File: src/rtl/conv_pkg.sv
// Shared types and helpers for the convolution output collector and its
// per-lane requantizer.
package conv_pkg;

    localparam int PIXEL_W = 8;
    localparam int SUM_W   = 32;

    typedef enum logic [1:0] {
        IDLE   = 2'd0,
        FILL   = 2'd1,
        STREAM = 2'd2
    } state_t;

    // Ceiling log2 with a one-bit floor so degenerate counters still exist.
    function automatic int clog2(input int value);
        int width;
        width = 0;
        while ((1 << width) < value) width++;
        return (width < 1) ? 1 : width;
    endfunction

endpackage

File: src/rtl/requant_sat.sv
// Per-lane requantization of a raw 32-bit tree sum: arithmetic right shift,
// ReLU, then clamp into the unsigned 8-bit pixel range.
module requant_sat
    import conv_pkg::*;
#(
    parameter int SHIFT = 2
) (
    input  logic signed [SUM_W-1:0]   sum,
    output logic        [PIXEL_W-1:0] pixel
);

    logic signed [SUM_W-1:0] shifted;
    logic                    overflow;

    assign shifted  = sum >>> SHIFT;
    assign overflow = |shifted[SUM_W-2:PIXEL_W];

    // Negative results clip to zero before the upper-range clamp is considered.
    always_comb begin
        pixel = shifted[PIXEL_W-1:0];
        if (shifted[SUM_W-1])
            pixel = '0;
        else if (overflow)
            pixel = '1;
    end

endmodule

File: src/rtl/conv_output_collector.sv
// Collects raw per-tree convolution sums, discards windows that wrap a row
// edge, and emits requantized pixels with an end-of-frame pulse.
module conv_output_collector
    import conv_pkg::*;
#(
    parameter int NUM_TREES    = 2,
    parameter int IMG_WIDTH    = 6,
    parameter int IMG_HEIGHT   = 6,
    parameter int KERNEL_SIZE  = 4,
    parameter int FILL_LATENCY = 29,
    parameter int SHIFT        = 2
) (
    input  logic                         clock,
    input  logic                         reset,
    input  logic                         frame_start,
    input  logic [SUM_W*NUM_TREES-1:0]   sum_vector_in,
    output logic [PIXEL_W*NUM_TREES-1:0] pixel_vector_out,
    output logic                         out_valid,
    output logic                         frame_done,
    output logic                         busy
);

    localparam int FILL_W = clog2(FILL_LATENCY);
    localparam int COL_W  = clog2(IMG_WIDTH);
    localparam int ROW_W  = clog2(IMG_HEIGHT);

    localparam logic [FILL_W-1:0] FILL_INIT = FILL_W'(FILL_LATENCY - 1);
    localparam logic [COL_W-1:0]  COL_LAST  = COL_W'(IMG_WIDTH - 1);
    localparam logic [COL_W-1:0]  COL_EDGE  = COL_W'(IMG_WIDTH - KERNEL_SIZE);
    localparam logic [ROW_W-1:0]  ROW_EDGE  = ROW_W'(IMG_HEIGHT - KERNEL_SIZE);

    state_t                       state;
    state_t                       next_state;
    logic [FILL_W-1:0]            fill_cnt;
    logic [FILL_W-1:0]            fill_next;
    logic [COL_W-1:0]             col;
    logic [COL_W-1:0]             col_next;
    logic [ROW_W-1:0]             row;
    logic [ROW_W-1:0]             row_next;
    logic                         window_valid;
    logic                         last_window;
    logic [PIXEL_W*NUM_TREES-1:0] requant_bus;

    assign window_valid = (state == STREAM) && (col <= COL_EDGE) && (row <= ROW_EDGE);
    assign last_window  = (state == STREAM) && (col == COL_EDGE) && (row == ROW_EDGE);
    assign busy         = (state != IDLE);

    always_ff @(posedge clock or negedge reset) begin
        if (!reset) begin
            state    <= IDLE;
            fill_cnt <= '0;
            col      <= '0;
            row      <= '0;
        end else begin
            state    <= next_state;
            fill_cnt <= fill_next;
            col      <= col_next;
            row      <= row_next;
        end
    end

    // A frame_start in any state restarts the fill wait from scratch.
    always_comb begin
        next_state = state;
        fill_next  = fill_cnt;
        col_next   = col;
        row_next   = row;
        if (frame_start) begin
            next_state = FILL;
            fill_next  = FILL_INIT;
            col_next   = '0;
            row_next   = '0;
        end else begin
            case (state)
                IDLE: begin
                    next_state = IDLE;
                end
                FILL: begin
                    if (fill_cnt == '0) begin
                        next_state = STREAM;
                        col_next   = '0;
                        row_next   = '0;
                    end else begin
                        fill_next = fill_cnt - FILL_W'(1);
                    end
                end
                STREAM: begin
                    if (last_window) begin
                        next_state = IDLE;
                        col_next   = '0;
                        row_next   = '0;
                    end else if (col == COL_LAST) begin
                        col_next = '0;
                        row_next = row + ROW_W'(1);
                    end else begin
                        col_next = col + COL_W'(1);
                    end
                end
                default: begin
                    next_state = IDLE;
                end
            endcase
        end
    end

    for (genvar i = 0; i < NUM_TREES; i++) begin : g_lane
        requant_sat #(
            .SHIFT (SHIFT)
        ) u_requant (
            .sum   (sum_vector_in[SUM_W*i +: SUM_W]),
            .pixel (requant_bus[PIXEL_W*i +: PIXEL_W])
        );
    end

    // Pixels only update on real windows so the last valid result is held.
    always_ff @(posedge clock or negedge reset) begin
        if (!reset) begin
            pixel_vector_out <= '0;
            out_valid        <= 1'b0;
            frame_done       <= 1'b0;
        end else begin
            out_valid  <= window_valid;
            frame_done <= window_valid && last_window && !frame_start;
            if (window_valid)
                pixel_vector_out <= requant_bus;
        end
    end

endmodule

File: config.mk
export PLATFORM = sky130hd
export DESIGN_NAME = conv_output_collector
export DESIGN_NICKNAME = d
export VERILOG_FILES = /design/src/rtl/conv_pkg.sv /design/src/rtl/requant_sat.sv /design/src/rtl/conv_output_collector.sv
export SDC_FILE = /design/constraint.sdc
export NUM_CORES = 1
export LEC_CHECK = 0
export CAP_MARGIN = 20
export CORE_ASPECT_RATIO = 1.5
export CORE_UTILIZATION = 35
export DETAILED_ROUTE_END_ITERATION = 8
export HOLD_SLACK_MARGIN = 0.06
export MAX_ROUTING_LAYER = met4
export PLACE_DENSITY = 0.74
export SETUP_SLACK_MARGIN = 0.02
export SLEW_MARGIN = 40
export SYNTH_ARGS = -nofsm -noshare
export SYNTH_HDL_FRONTEND = slang
export SYNTH_HIERARCHICAL = 1
export SYNTH_SLANG_ARGS = --single-unit
File: constraint.sdc
create_clock -name clock -period 3.4 [get_ports clock]
set_clock_uncertainty 0.1 [all_clocks]
set_input_delay 0.68 -clock clock [delete_from_list [all_inputs] [get_ports clock]]
set_output_delay 0.68 -clock clock [all_outputs]
set_load 0.005 [all_outputs]
==> results.md, run 1 <==
* Worst ir drop on vdd at 121 uV
* CTS H-tree depth at 2
* Post-CTS resize count at 0
* Total grt overflow at 0
* Share of the synthesized area in the top cell type at 43.6%
* Critical path launch point type: register
* CP endpoint kind: register
* Leakage at 1.17 nW
* Mux cell area share after synthesis at 12.0%
* Synthesized-area fraction occupied by and/or/nand/nor cells at 18.9%
* N_diodes at 0
* Placed cell count at 304
* Postcts setup bufs at 0
* Row count at 31
* Worst skew pair latency at 0.27 ns
* Avg WL per Cell at 13.1 um
* Cell Count, Final, Fillers Out at 312
* Most common cell in the netlist: dfrtp_1
* Detailed Routing Iterations Pass 1 at 4
* Core ar. at 4850 um2
* Worst-Margin Slew at 0.591 ns
* Final instance area at 2720 um2
* Total wire length at 4100 um
* First-pass GRT wire length at 6650 um
* DRC Markers at 0
* CP max FO at 11
* Normalized max-slew margin at 60.5%
* # port buffers at 81
* Max stage delay on crit path at 0.76 ns
* Syn Nets at 236
* Synth Flop Type: dfrtp_1
* Clk root buf: clkbuf_8
* Boundary Pins at 86
* Synth warn at 6
* WP data arrival at 2.39 ns
* Register area share after synthesis at 43.6%
* RSZ-0062 raised after global routing: false
* Syn avg cell area at 10.7 um2
* Max Fclk at 429 MHz
* Via density per instance at 5.27
* Area after DPL at 2620 um2
* TritonCTS buffer count at 5
* Die Y at 89.4 um
* Via count at 1645
* Initial antenna violation count at 0
* CP cell instances: inv_1, ha_1, or4b_2, o211a_1, a221o_1
* Largest net degree at the start of global routing at 32
* Final net count at 315
* Largest family of logic cells by synthesized area: simple AND/OR/NAND/NOR gates
* Synth Area in XOR/XNOR at 0%
* Compound-Gate Fraction of Synth Area at 14.8%
* FILL cells at 439
* Final period demand of the worst path at 2.33 ns
* Seq cells post-synth at 31
* Family with the most delay on the worst path: simple AND/OR/NAND/NOR gates
* Max-Cap Viols at 0
* Clk slew on worst S/H paths at 0.06 ns
* Adder-Cell Fraction of Synth Area at 2.11%
* Overall routing resource usage at 17.0%
* CP Buf/Inv Count at 1
* Sink Count at 31
* Yosys top cell by area: dfrtp_1
* Max Buffers Root-to-Sink at 2
* Slew Viols, Final at 0
* TNS Setup at 0 ns
* Hold Vio Cnt, Final at 0
* Ys async rst share at 100%
* Crit share post-route at 68.5%
* Distinct cells, synth at 41
* PD cells at 313 nW/um2
* CTS tree: yes
* Ranking of synthesized cells by area: dfrtp_1 (44%), mux2_4 (7.6%), a31oi_1 (6.3%)
* Post-Syn Area at 1780 um2
* 1st-iter DRT viols at 35
* Area grow syn2layout at 52.6%
* Number of global-route vias before repair at 1524
* DPL Wire Length at 3120 um
* Status: complete, no violations
* CP Class: reg2reg
* Number of enable flip-flop cells after synthesis at 0
* Worst hold path class: reg2reg
* Most frequent cells after synthesis: dfrtp_1 (31), inv_1 (23), a31oi_1 (18)
* Initial core utilization at 36.7%
* RePlAce Congestion at 0.844
* Cells after Synth at 166
* Die Span X at 60.2 um
* Crit path max-delay cell type: or4b_2
* Die area at 5380 um2
* Finish-stage setup viols at 0
* Worst hold slack at 0.403 ns
* Layout cell share with drive strength beyond 1 at 13.8%
* CP required at 3.46 ns
* Number of routed nets with antenna violations at 0
* CTS Hold Bufs at 0
registers in the layout (all words and copies together), names as in the netlist:
| register | flops |
|---|---|
| frame_done | 1 |
| col | 3 |
| out_valid | 1 |
| state | 2 |
| pixel_vector_out | 16 |
| row | 3 |
| fill_cnt | 5 |
cell families (layout without fill, tap and decap cells):
kind of cell	Yosys count	in the layout
DFF	31	31
AOI/OAI and AO/OA	38	38
buffers and inverters	33	113
adders and majority gates	3	3
and+or+nand+nor	45	45
muxes	16	16
layer usage:
layer  GRT usage [%]  routed length (um)  vias to the layer above  part of all wire [%]
li1                -                   -                      790                     -
met1            17.5                1570                      772                    38
met2            29.2                2070                       78                    50
met3            4.92                 391                        5                   9.5
met4            7.82                  72                        0                   1.8
met5               -                   0                        -                     0
layout by cell type, fill, tap and decap left out, drive strengths merged, types with 3 or more instances in the layout:
cell type      instances
mux2                  16
and4                   3
nor4                   9
o21ai                  5
ha                     3
nor3                   3
clkbuf                 8
clkdlybuf4s50         81
nand3                  4
o2111ai                5
inv                   23
a31oi                 18
dfrtp                 31
nand3b                 3
final timing paths:
check	startpoint	endpoint	slack (ns)	cells after the start
max	fill_cnt[0]	col[1]	1.07	5
min	pixel_vector_out[2]	pixel_vector_out[2]	0.40	1
max reg2reg	fill_cnt[0]	col[1]	1.07	5
min reg2reg	pixel_vector_out[2]	pixel_vector_out[2]	0.40	1
max in group asynchronous	reset	row[0]	2.23	2
min in group asynchronous	reset	fill_cnt[2]	0.69	2
power by group:
group	internal (mW)	total [mW]	leakage (nW)	switching, mW
clock network	0.184	0.309	0.0515	0.125
logic	0.103	0.147	0.742	0.0438
registers	0.384	0.395	0.374	0.0108
metrics by stage:
step	util (%)	setup slack [ns]	total power [mW]
finish	56.0	1.07	0.851
global route	56.0	0.940	0.898
CTS	56.0	1.07	0.865
detailed placement	54.0	0.791	0.550
global placement	53.9	0.807	0.548
floorplan	-	1.37	0.442
cell type report:
type | count | area, um2 | area share [%]
multi-input cells | 102 | 853 | 31.4
inverters | 23 | 86.3 | 3.18
clock buffers | 8 | 100 | 3.68
flip-flops and latches | 31 | 776 | 28.6
well taps | 66 | 82.6 | 3.04
repair buffers | 82 | 818 | 30.1
(Power assumes the default switching activity.)
==> run 2: changes to the inputs <==
PLACE_DENSITY = 0.76   (was 0.74)
clock period = 2.1 ns   (was 3.4 ns; I/O delays follow)
==> results.md, run 2 (synthesis results as in run 1) <==
* Status: complete, no violations
* Overall routing resource usage at 16.4%
* Worst-Margin Slew at 0.430 ns
* Total wire length at 4120 um
* Worst hold slack at 0.404 ns
* Max Fclk at 501 MHz
* Boundary Pins at 86
* CP required at 2.17 ns
* Final net count at 328
* Clk slew on worst S/H paths at 0.07 ns
* RePlAce Congestion at 0.784
* CTS H-tree depth at 2
* Clk root buf: clkbuf_8
* Sink Count at 31
* DPL Wire Length at 3220 um
* Combinational Power Share at 17.8%
* Placed cell count at 316
* Flop pwr share at 45.5%
* Area grow syn2layout at 58.5%
* Worst skew pair latency at 0.28 ns
* First-pass GRT wire length at 6380 um
* TritonCTS buffer count at 5
* Cell Count, Final, Fillers Out at 325
* Worst ir drop on vdd at 336 uV
* Largest net degree at the start of global routing at 32
* N_diodes at 0
* Normalized max-slew margin at 71.3%
* Initial antenna violation count at 0
* Max reg flops at 16
* CP Class: in2reg
* Core ar. at 4850 um2
* Max-Cap Viols at 0
* Number of routed nets with antenna violations at 0
* Die area at 5380 um2
* Critical path launch point type: input port
* Leakage at 1.23 nW
* Crit share post-route at 95.0%
* 1st-iter DRT viols at 25
* Power share of the clock group at 36.7%
* Number of global-route vias before repair at 1549
* WP data arrival at 2.06 ns
* DRC Markers at 0
* Worst hold path class: reg2reg
* Detailed Routing Iterations Pass 1 at 4
* Most frequent cells in the layout: clkdlybuf4s50_1 (80), dfrtp_1 (31), inv_1 (23)
* Die Y at 89.4 um
* Initial core utilization at 36.7%
* Final period demand of the worst path at 2.00 ns
* Top flop regs: pixel_vector_out x16, fill_cnt x5
* Internal power at 1.10 mW
* Largest register by flop count: pixel_vector_out
* Slew Viols, Final at 0
* Net switching power at 309 uW
* PD cells at 498 nW/um2
* Layout cell share with drive strength beyond 1 at 18.1%
* CP endpoint kind: register
* Switching fraction of total power at 22.0%
* Hold Vio Cnt, Final at 0
* CP max FO at 8
* Die Span X at 60.2 um
* Via density per instance at 5.16
* RSZ-0062 raised after global routing: false
* Avg WL per Cell at 12.7 um
* Max Buffers Root-to-Sink at 2
* Finish-stage setup viols at 0
* Via count at 1678
* Row count at 31
* Total grt overflow at 0
* Most common cell after layout, fill and taps aside: clkdlybuf4s50_1
* CTS tree: yes
* # port buffers at 81
* FILL cells at 430
[run 2: per-layer routing]
| metal | wire length [um] | global-route usage, % |
|---|---|---|
| met1 | 1530 | 16.6 |
| met2 | 2210 | 29.5 |
| met3 | 294 | 3.33 |
| met4 | 80 | 7.61 |
| met5 | 0 | - |
[run 2: final timing paths]
check / end / start / slack, ns / depth (start not counted)
max: pixel_vector_out[7] / sum_vector_in[19] / 0.10 / 5
min: pixel_vector_out[1] / pixel_vector_out[1] / 0.40 / 1
max reg2reg: pixel_vector_out[12] / state[0] / 0.13 / 4
min reg2reg: pixel_vector_out[1] / pixel_vector_out[1] / 0.40 / 1
max in group asynchronous: out_valid / reset / 1.19 / 2
min in group asynchronous: state[1] / reset / 0.41 / 2
[run 2: power by group through the flow]
stage	sequential (mW)	clock, mW	combinational [mW]
5_1_grt	0.643	0.558	0.273
2_1_floorplan	0.648	0	0.0671
3_5_place_dp	0.651	0	0.251
6_report	0.640	0.515	0.250
3_3_place_gp	0.650	0	0.245
4_1_cts	0.640	0.527	0.254
[run 2: per-stage QoR]
| step | worst slack [ns] | util (%) | TNS (ns) | cell area (um2) | power [mW] |
|---|---|---|---|---|---|
| 5_1_grt | 0.0202 | 58.2 | 0 | 2820 | 1.47 |
| 6_report | 0.104 | 58.2 | 0 | 2820 | 1.40 |
| 3_3_place_gp | -0.178 | 55.8 | -2.49 | 2710 | 0.895 |
| 3_5_place_dp | -0.189 | 55.8 | -2.79 | 2710 | 0.902 |
| 4_1_cts | 0.0272 | 58.2 | 0 | 2820 | 1.42 |
| 2_1_floorplan | 0.0870 | - | 0 | 1780 | 0.715 |
[run 2: final cells by class]
class	instances	area, um2	share of cell area [%]
repair buffers	95	918	32.5
multi-input cells	102	856	30.3
flip-flops and latches	31	776	27.5
clock buffers	7	96.3	3.41
inverters	23	86.3	3.06
well taps	66	82.6	2.93
clock inverters	1	7.51	0.266
[run 2: repair_timing]
| action | 4_1_cts | 5_1_grt |
|---|---|---|
| endpoints found under the setup margin | 1 | 1 |
| hold buffers | 0 | 0 |
| resized for setup | 1 | 1 |
| setup buffers | 1 | 0 |
| pin swaps | 1 | 0 |
[run 2: worst max-delay path, stage by stage]
cell             delay (ns)
clkdlybuf4s50_1        0.40
or4_4                  0.54
nor3_4                 0.27
a31oi_1                0.15
mux2_4                 0.28
==> run 3: changes to the inputs <==
CTS_CLUSTER_DIAMETER = 40   (was default)
==> results of run 3 <==
No change in the layout: final DEF, timing and power equal those of run 2.
==> patch 1 (settings of run 3) <==
Encoding of `state_t`: now one-hot (3 bits for 3 states).
--- a/src/rtl/conv_pkg.sv
+++ b/src/rtl/conv_pkg.sv
@@ -7,6 +7,6 @@
 
-    typedef enum logic [1:0] {
-        IDLE   = 2'd0,
-        FILL   = 2'd1,
-        STREAM = 2'd2
+    typedef enum logic [2:0] {
+        IDLE   = 3'b001,
+        FILL   = 3'b010,
+        STREAM = 3'b100
     } state_t;
Function: no difference found for any inputs over 10 cycles, from zero or initial values and one cycle with reset low; not proved beyond that.
==> patch 1 against run 3 <==
  * Non-clock buffer count is 4 lower
  * Total power is 10% higher
  * Design area hardly changed
  * Synthesized area is 0.42% lower
  * Sequential power is 10% higher
  * Clock power is 2% lower
  * Wire length is 3.4% lower
  * Maximum frequency is 0.33% higher
  * Sequential cell count is 1 higher
  * First-iteration DRC count is 40% lower
  * Register-to-register slack better by 90 ps
  * Setup slack better by 6.6 ps
  * Critical path type unchanged
  * Largest power group unchanged
  * Highest routed layer unchanged
==> patch 1: results (changes against run 3) <==
run_status:
  outcome: "complete, no violations"  # unchanged
placement:
  place_area_sq_um: 2720  # was 2710 sq um
  gp_congestion: 0.766  # was 0.784
  hpwl_mm: 3.17  # was 3.22 mm
  dp_slack_ps: -185  # was -189 ps
  dp.cells: 314  # was 316
timing:
  worstMarginPinSlew_ps: 404  # was 430 ps
power:
  clockPowerShare: 0.327  # was 0.367
  seq_power_w: 0.000706  # was 0.000640 W
  switching_share: 0.236  # was 0.220
  ir_drop_v: 0.000306  # was 0.000336 V
  leakagePower_nw: 1.21  # was 1.23 nW
  seq_power_share: 0.457  # was 0.455
route:
  met3_length_um: 249  # was 294 um
  wl_met2_mm: 2.12  # was 2.21 mm
  first_iter_violations: 15  # was 25
  wl_per_cell_um: 12.4  # was 12.7 um
  wl_met1_mm: 1.54  # was 1.53 mm
  vias_per_cell: 5.02  # was 5.16
synth:
  yosysSeqAreaShare: 0.452  # was 0.436
  synthMuxAreaShare: 0.119  # was 0.120
  synthXorXnorAreaFrac: 0.00988  # was 0
  synth_compound_gate_area_share: 0.142  # was 0.148
  synthTopCellsByArea: "dfrtp_1 44%, mux2_4 6.8%, a31oi_1 6.7%, mux2_2 5.1%, inv_1 4.7%"  # was dfrtp_1 44%, mux2_4 7.6%, a31oi_1 6.3%, inv_1 4.8%, mux2_2 4.4%
  synth_common_cells: "31 x dfrtp_1, 22 x inv_1, 19 x a31oi_1"  # was 31 x dfrtp_1, 23 x inv_1, 18 x a31oi_1
  syn_nets: 233  # was 236
grt:
  grt_max_degree: 33  # was 32
  grt_usage: 0.176  # was 0.164
  use_met2: 0.306  # was 0.295
  grt_pass1_wl_mm: 6.91  # was 6.38 mm
cells_and_area:
  final_nets: 325  # was 328
  drive_above_1_share: 0.180  # was 0.181
clock_tree:
  postCtsSetupRepairBufs: 0  # was 1
==> patch 1: worst paths after layout <==
kind                                           from              endpoint  slack (ps)  cells past startpoint
worst max register to register          fill_cnt[0]              state[1]         220                      5
max in group asynchronous                     reset              state[0]        1130                      2
worst min register to register  pixel_vector_out[6]   pixel_vector_out[6]         410                      1
worst min-delay path            pixel_vector_out[6]   pixel_vector_out[6]         410                      1
min in group asynchronous                     reset                row[2]         430                      2
worst max-delay path              sum_vector_in[51]  pixel_vector_out[13]         110                      5
==> patch 1: final cells by class <==
type,instances,area (sq um)
clock buffers,7,96.3
fillers,423,2030
inverters,22,82.6
multi-input cells,103,858
flip-flops and latches,32,802
well taps,66,82.6
repair buffers,91,898
==> patch 1: cell families after synthesis <==
logic type                 after synthesis
AOI/OAI and AO/OA                       36
DFF                                     32
muxes                                   16
buffers and inverters                   28
adders and majority gates                3
xor gates and xnor gates                 2
and+or+nand+nor                         46
==> patch 2 (config.mk and constraints of run 3) <==
Without the edit above. The package constant `PIXEL_W` goes from 8 to 12.
--- a/src/rtl/conv_pkg.sv
+++ b/src/rtl/conv_pkg.sv
@@ -4,3 +4,3 @@
 
-    localparam int PIXEL_W = 8;
+    localparam int PIXEL_W = 12;
     localparam int SUM_W   = 32;
Interface: changed (resized pixel_vector_out); port bits go from 86 to 94. No check against the original RTL was run, so the function may have changed too.
==> patch 2 against run 3 <==
  * Wire length increased by 48%
  * Setup slack got worse by 52 ps
  * Design area increased by 22%
  * Total power increased by 25%
  * Via count increased by 19%
  * Die area increased by 25%
  * Critical path depth increased by 1
  * Sequential power increased by 26%
  * Sequential cell count increased by 8
  * Synthesized area increased by 25%
  * Largest power group unchanged
  * First-iteration DRC count increased to 2.7 times the old value
==> patch 2: results (changes against run 3) <==
route:
  first_iter_violations: 67  # was 25
  wl_per_cell_um: 16.3  # was 12.7 um
  vias_per_cell: 5.32  # was 5.16
  first_pass_iters: 4  # unchanged
grt:
  antenna_found_initial: 0  # unchanged
  grt_pass1_vias: 2036  # was 1549
  grt_pass1_wl_mm: 9.32  # was 6.38 mm
  grt_max_degree: 40  # was 32
  grt_usage: 0.191  # was 0.164
worst_hold_path:
  hp-class: "input port to async pin"  # was register to register
setup_path:
  slowest_stage: "or4_1"  # was or4_4
  cp_max_fo: 12  # was 8
  slowest_delay_ps: 530
  path_delay_family: "simple AND/OR/NAND/NOR gates"  # unchanged
cells_and_area:
  final_cells: 375  # was 325
  final_nets: 370  # was 328
  drive_above_1_share: 0.236  # was 0.181
  largest_registers: "pixel_vector_out: 24 flops, fill_cnt: 5 flops"  # was pixel_vector_out: 16 flops, fill_cnt: 5 flops
  antenna_cells: 0  # unchanged
power:
  leakagePower_nw: 1.49  # was 1.23 nW
  ir_drop_v: 0.000234  # was 0.000336 V
  switching_share: 0.223  # was 0.220
clock_tree:
  cts.path.max_buffers: 2  # unchanged
  h-tree-depth: 2  # unchanged
  root_buffer: "clkbuf_8"  # unchanged
  cts_buffers: 5  # unchanged
  path_clk_slew_ps: 80
  clock_latency_ps: 300  # was 280 ps
synth:
  yosysSeqAreaShare: 0.437  # was 0.436
  postSynth.asyncResetShare: 1.00  # unchanged
  synthTopCellsByArea: "dfrtp_1 44%, mux2_4 13%, nor3_1 5.8%, a21oi_1 5.4%, o2111ai_1 3.1%"  # was dfrtp_1 44%, mux2_4 7.6%, a31oi_1 6.3%, inv_1 4.8%, mux2_2 4.4%
  yosysWarnings: 6  # unchanged
  synth_common_cells: "39 x dfrtp_1, 26 x nor3_1, 24 x a21oi_1"  # was 31 x dfrtp_1, 23 x inv_1, 18 x a31oi_1
  avgSynthCellArea_sq_um: 11.2  # was 10.7 sq um
  syn_nets: 270  # was 236
  synth_cell_types: 41  # unchanged
placement:
  portBuffers: 89  # was 81
  dp.cells: 364  # was 316
  place_area_sq_um: 3230  # was 2710 sq um
  gp_congestion: 0.882  # was 0.784
  hpwl_mm: 4.47  # was 3.22 mm
  dp_slack_ps: -300  # was -189 ps
timing:
  worstMarginPinSlew_ps: 495  # was 430 ps
  slew_viol_final: 0  # unchanged
run_status:
  outcome: "complete, no violations"  # unchanged
## patch 2: final timing paths
| check | slack [ps] | from | to | cells after the start |
|---|---|---|---|---|
| worst max-delay path | 50 | sum_vector_in[18] | pixel_vector_out[10] | 6 |
| worst min-delay path | 60 | reset | pixel_vector_out[11] | 2 |
| worst max register to register | 90 | col[2] | pixel_vector_out[5] | 4 |
| worst min register to register | 410 | pixel_vector_out[20] | pixel_vector_out[20] | 1 |
| max in group asynchronous | 1490 | reset | pixel_vector_out[3] | 2 |
| min in group clock | 410 | pixel_vector_out[20] | pixel_vector_out[20] | 1 |
## patch 2: power groups by stage
stage               combinational, W  clock, W  sequential (W)
global placement            0.000286         0        0.000817
global route                0.000320  0.000699        0.000810
finish                      0.000295  0.000657        0.000806
CTS                         0.000295  0.000670        0.000805
floorplan                  0.0000832         0        0.000818
detailed placement          0.000294         0        0.000819
## patch 2: routing by layer
metal	track usage	wire length, um	up-vias
met3	0.0307	282	13
met2	0.355	3500	66
met5	-	0	-
li1	-	-	961
met4	0.0786	156	0
met1	0.188	2170	955
## patch 2: cell type report
class / count / area, sq um
Fill cell: 529 / 2690
Clock buffer: 6 / 82.6
Tap cell: 74 / 92.6
Inverter: 9 / 33.8
Multi-Input combinational cell: 137 / 1150
Clock inverter: 2 / 35.0
Sequential cell: 39 / 976
Timing Repair Buffer: 108 / 1070
## patch 2: cell families (layout without fill, tap and decap cells)
family                     after synthesis  in the layout  synth area share
DFF                                     39             39             0.437
muxes                                   24             24             0.153
AOI/OAI and AO/OA                       47             47             0.132
buffers and inverters                   24            125            0.0672
and+or+nand+nor                         63             63             0.194
adders and majority gates                3              3            0.0168
## patch 2: worst reg2reg max path, cell delays in order (launching register included)
cell	delay, ps
dfrtp_1	400
or4b_4	560
a221o_1	320
buf_12	190
mux2_4	320
## patch 2: stage by stage
step / util / total power [W] / hold slack, ps
after floorplan: - / 0.000901 / 24.4
after global placement: 0.527 / 0.00110 / 387
after detailed placement: 0.527 / 0.00111 / 395
after CTS: 0.546 / 0.00177 / 77.7
after global routing: 0.561 / 0.00183 / 91.3
final: 0.561 / 0.00176 / 58.6
## patch 2: what timing repair did
action / 4_1_cts / 5_1_grt
pin swaps: 0 / 5
buffers inserted: 0 / 1
gates cloned: 0 / 2
gates resized for setup: 2 / 22
setup endpoints to repair: 2 / 22
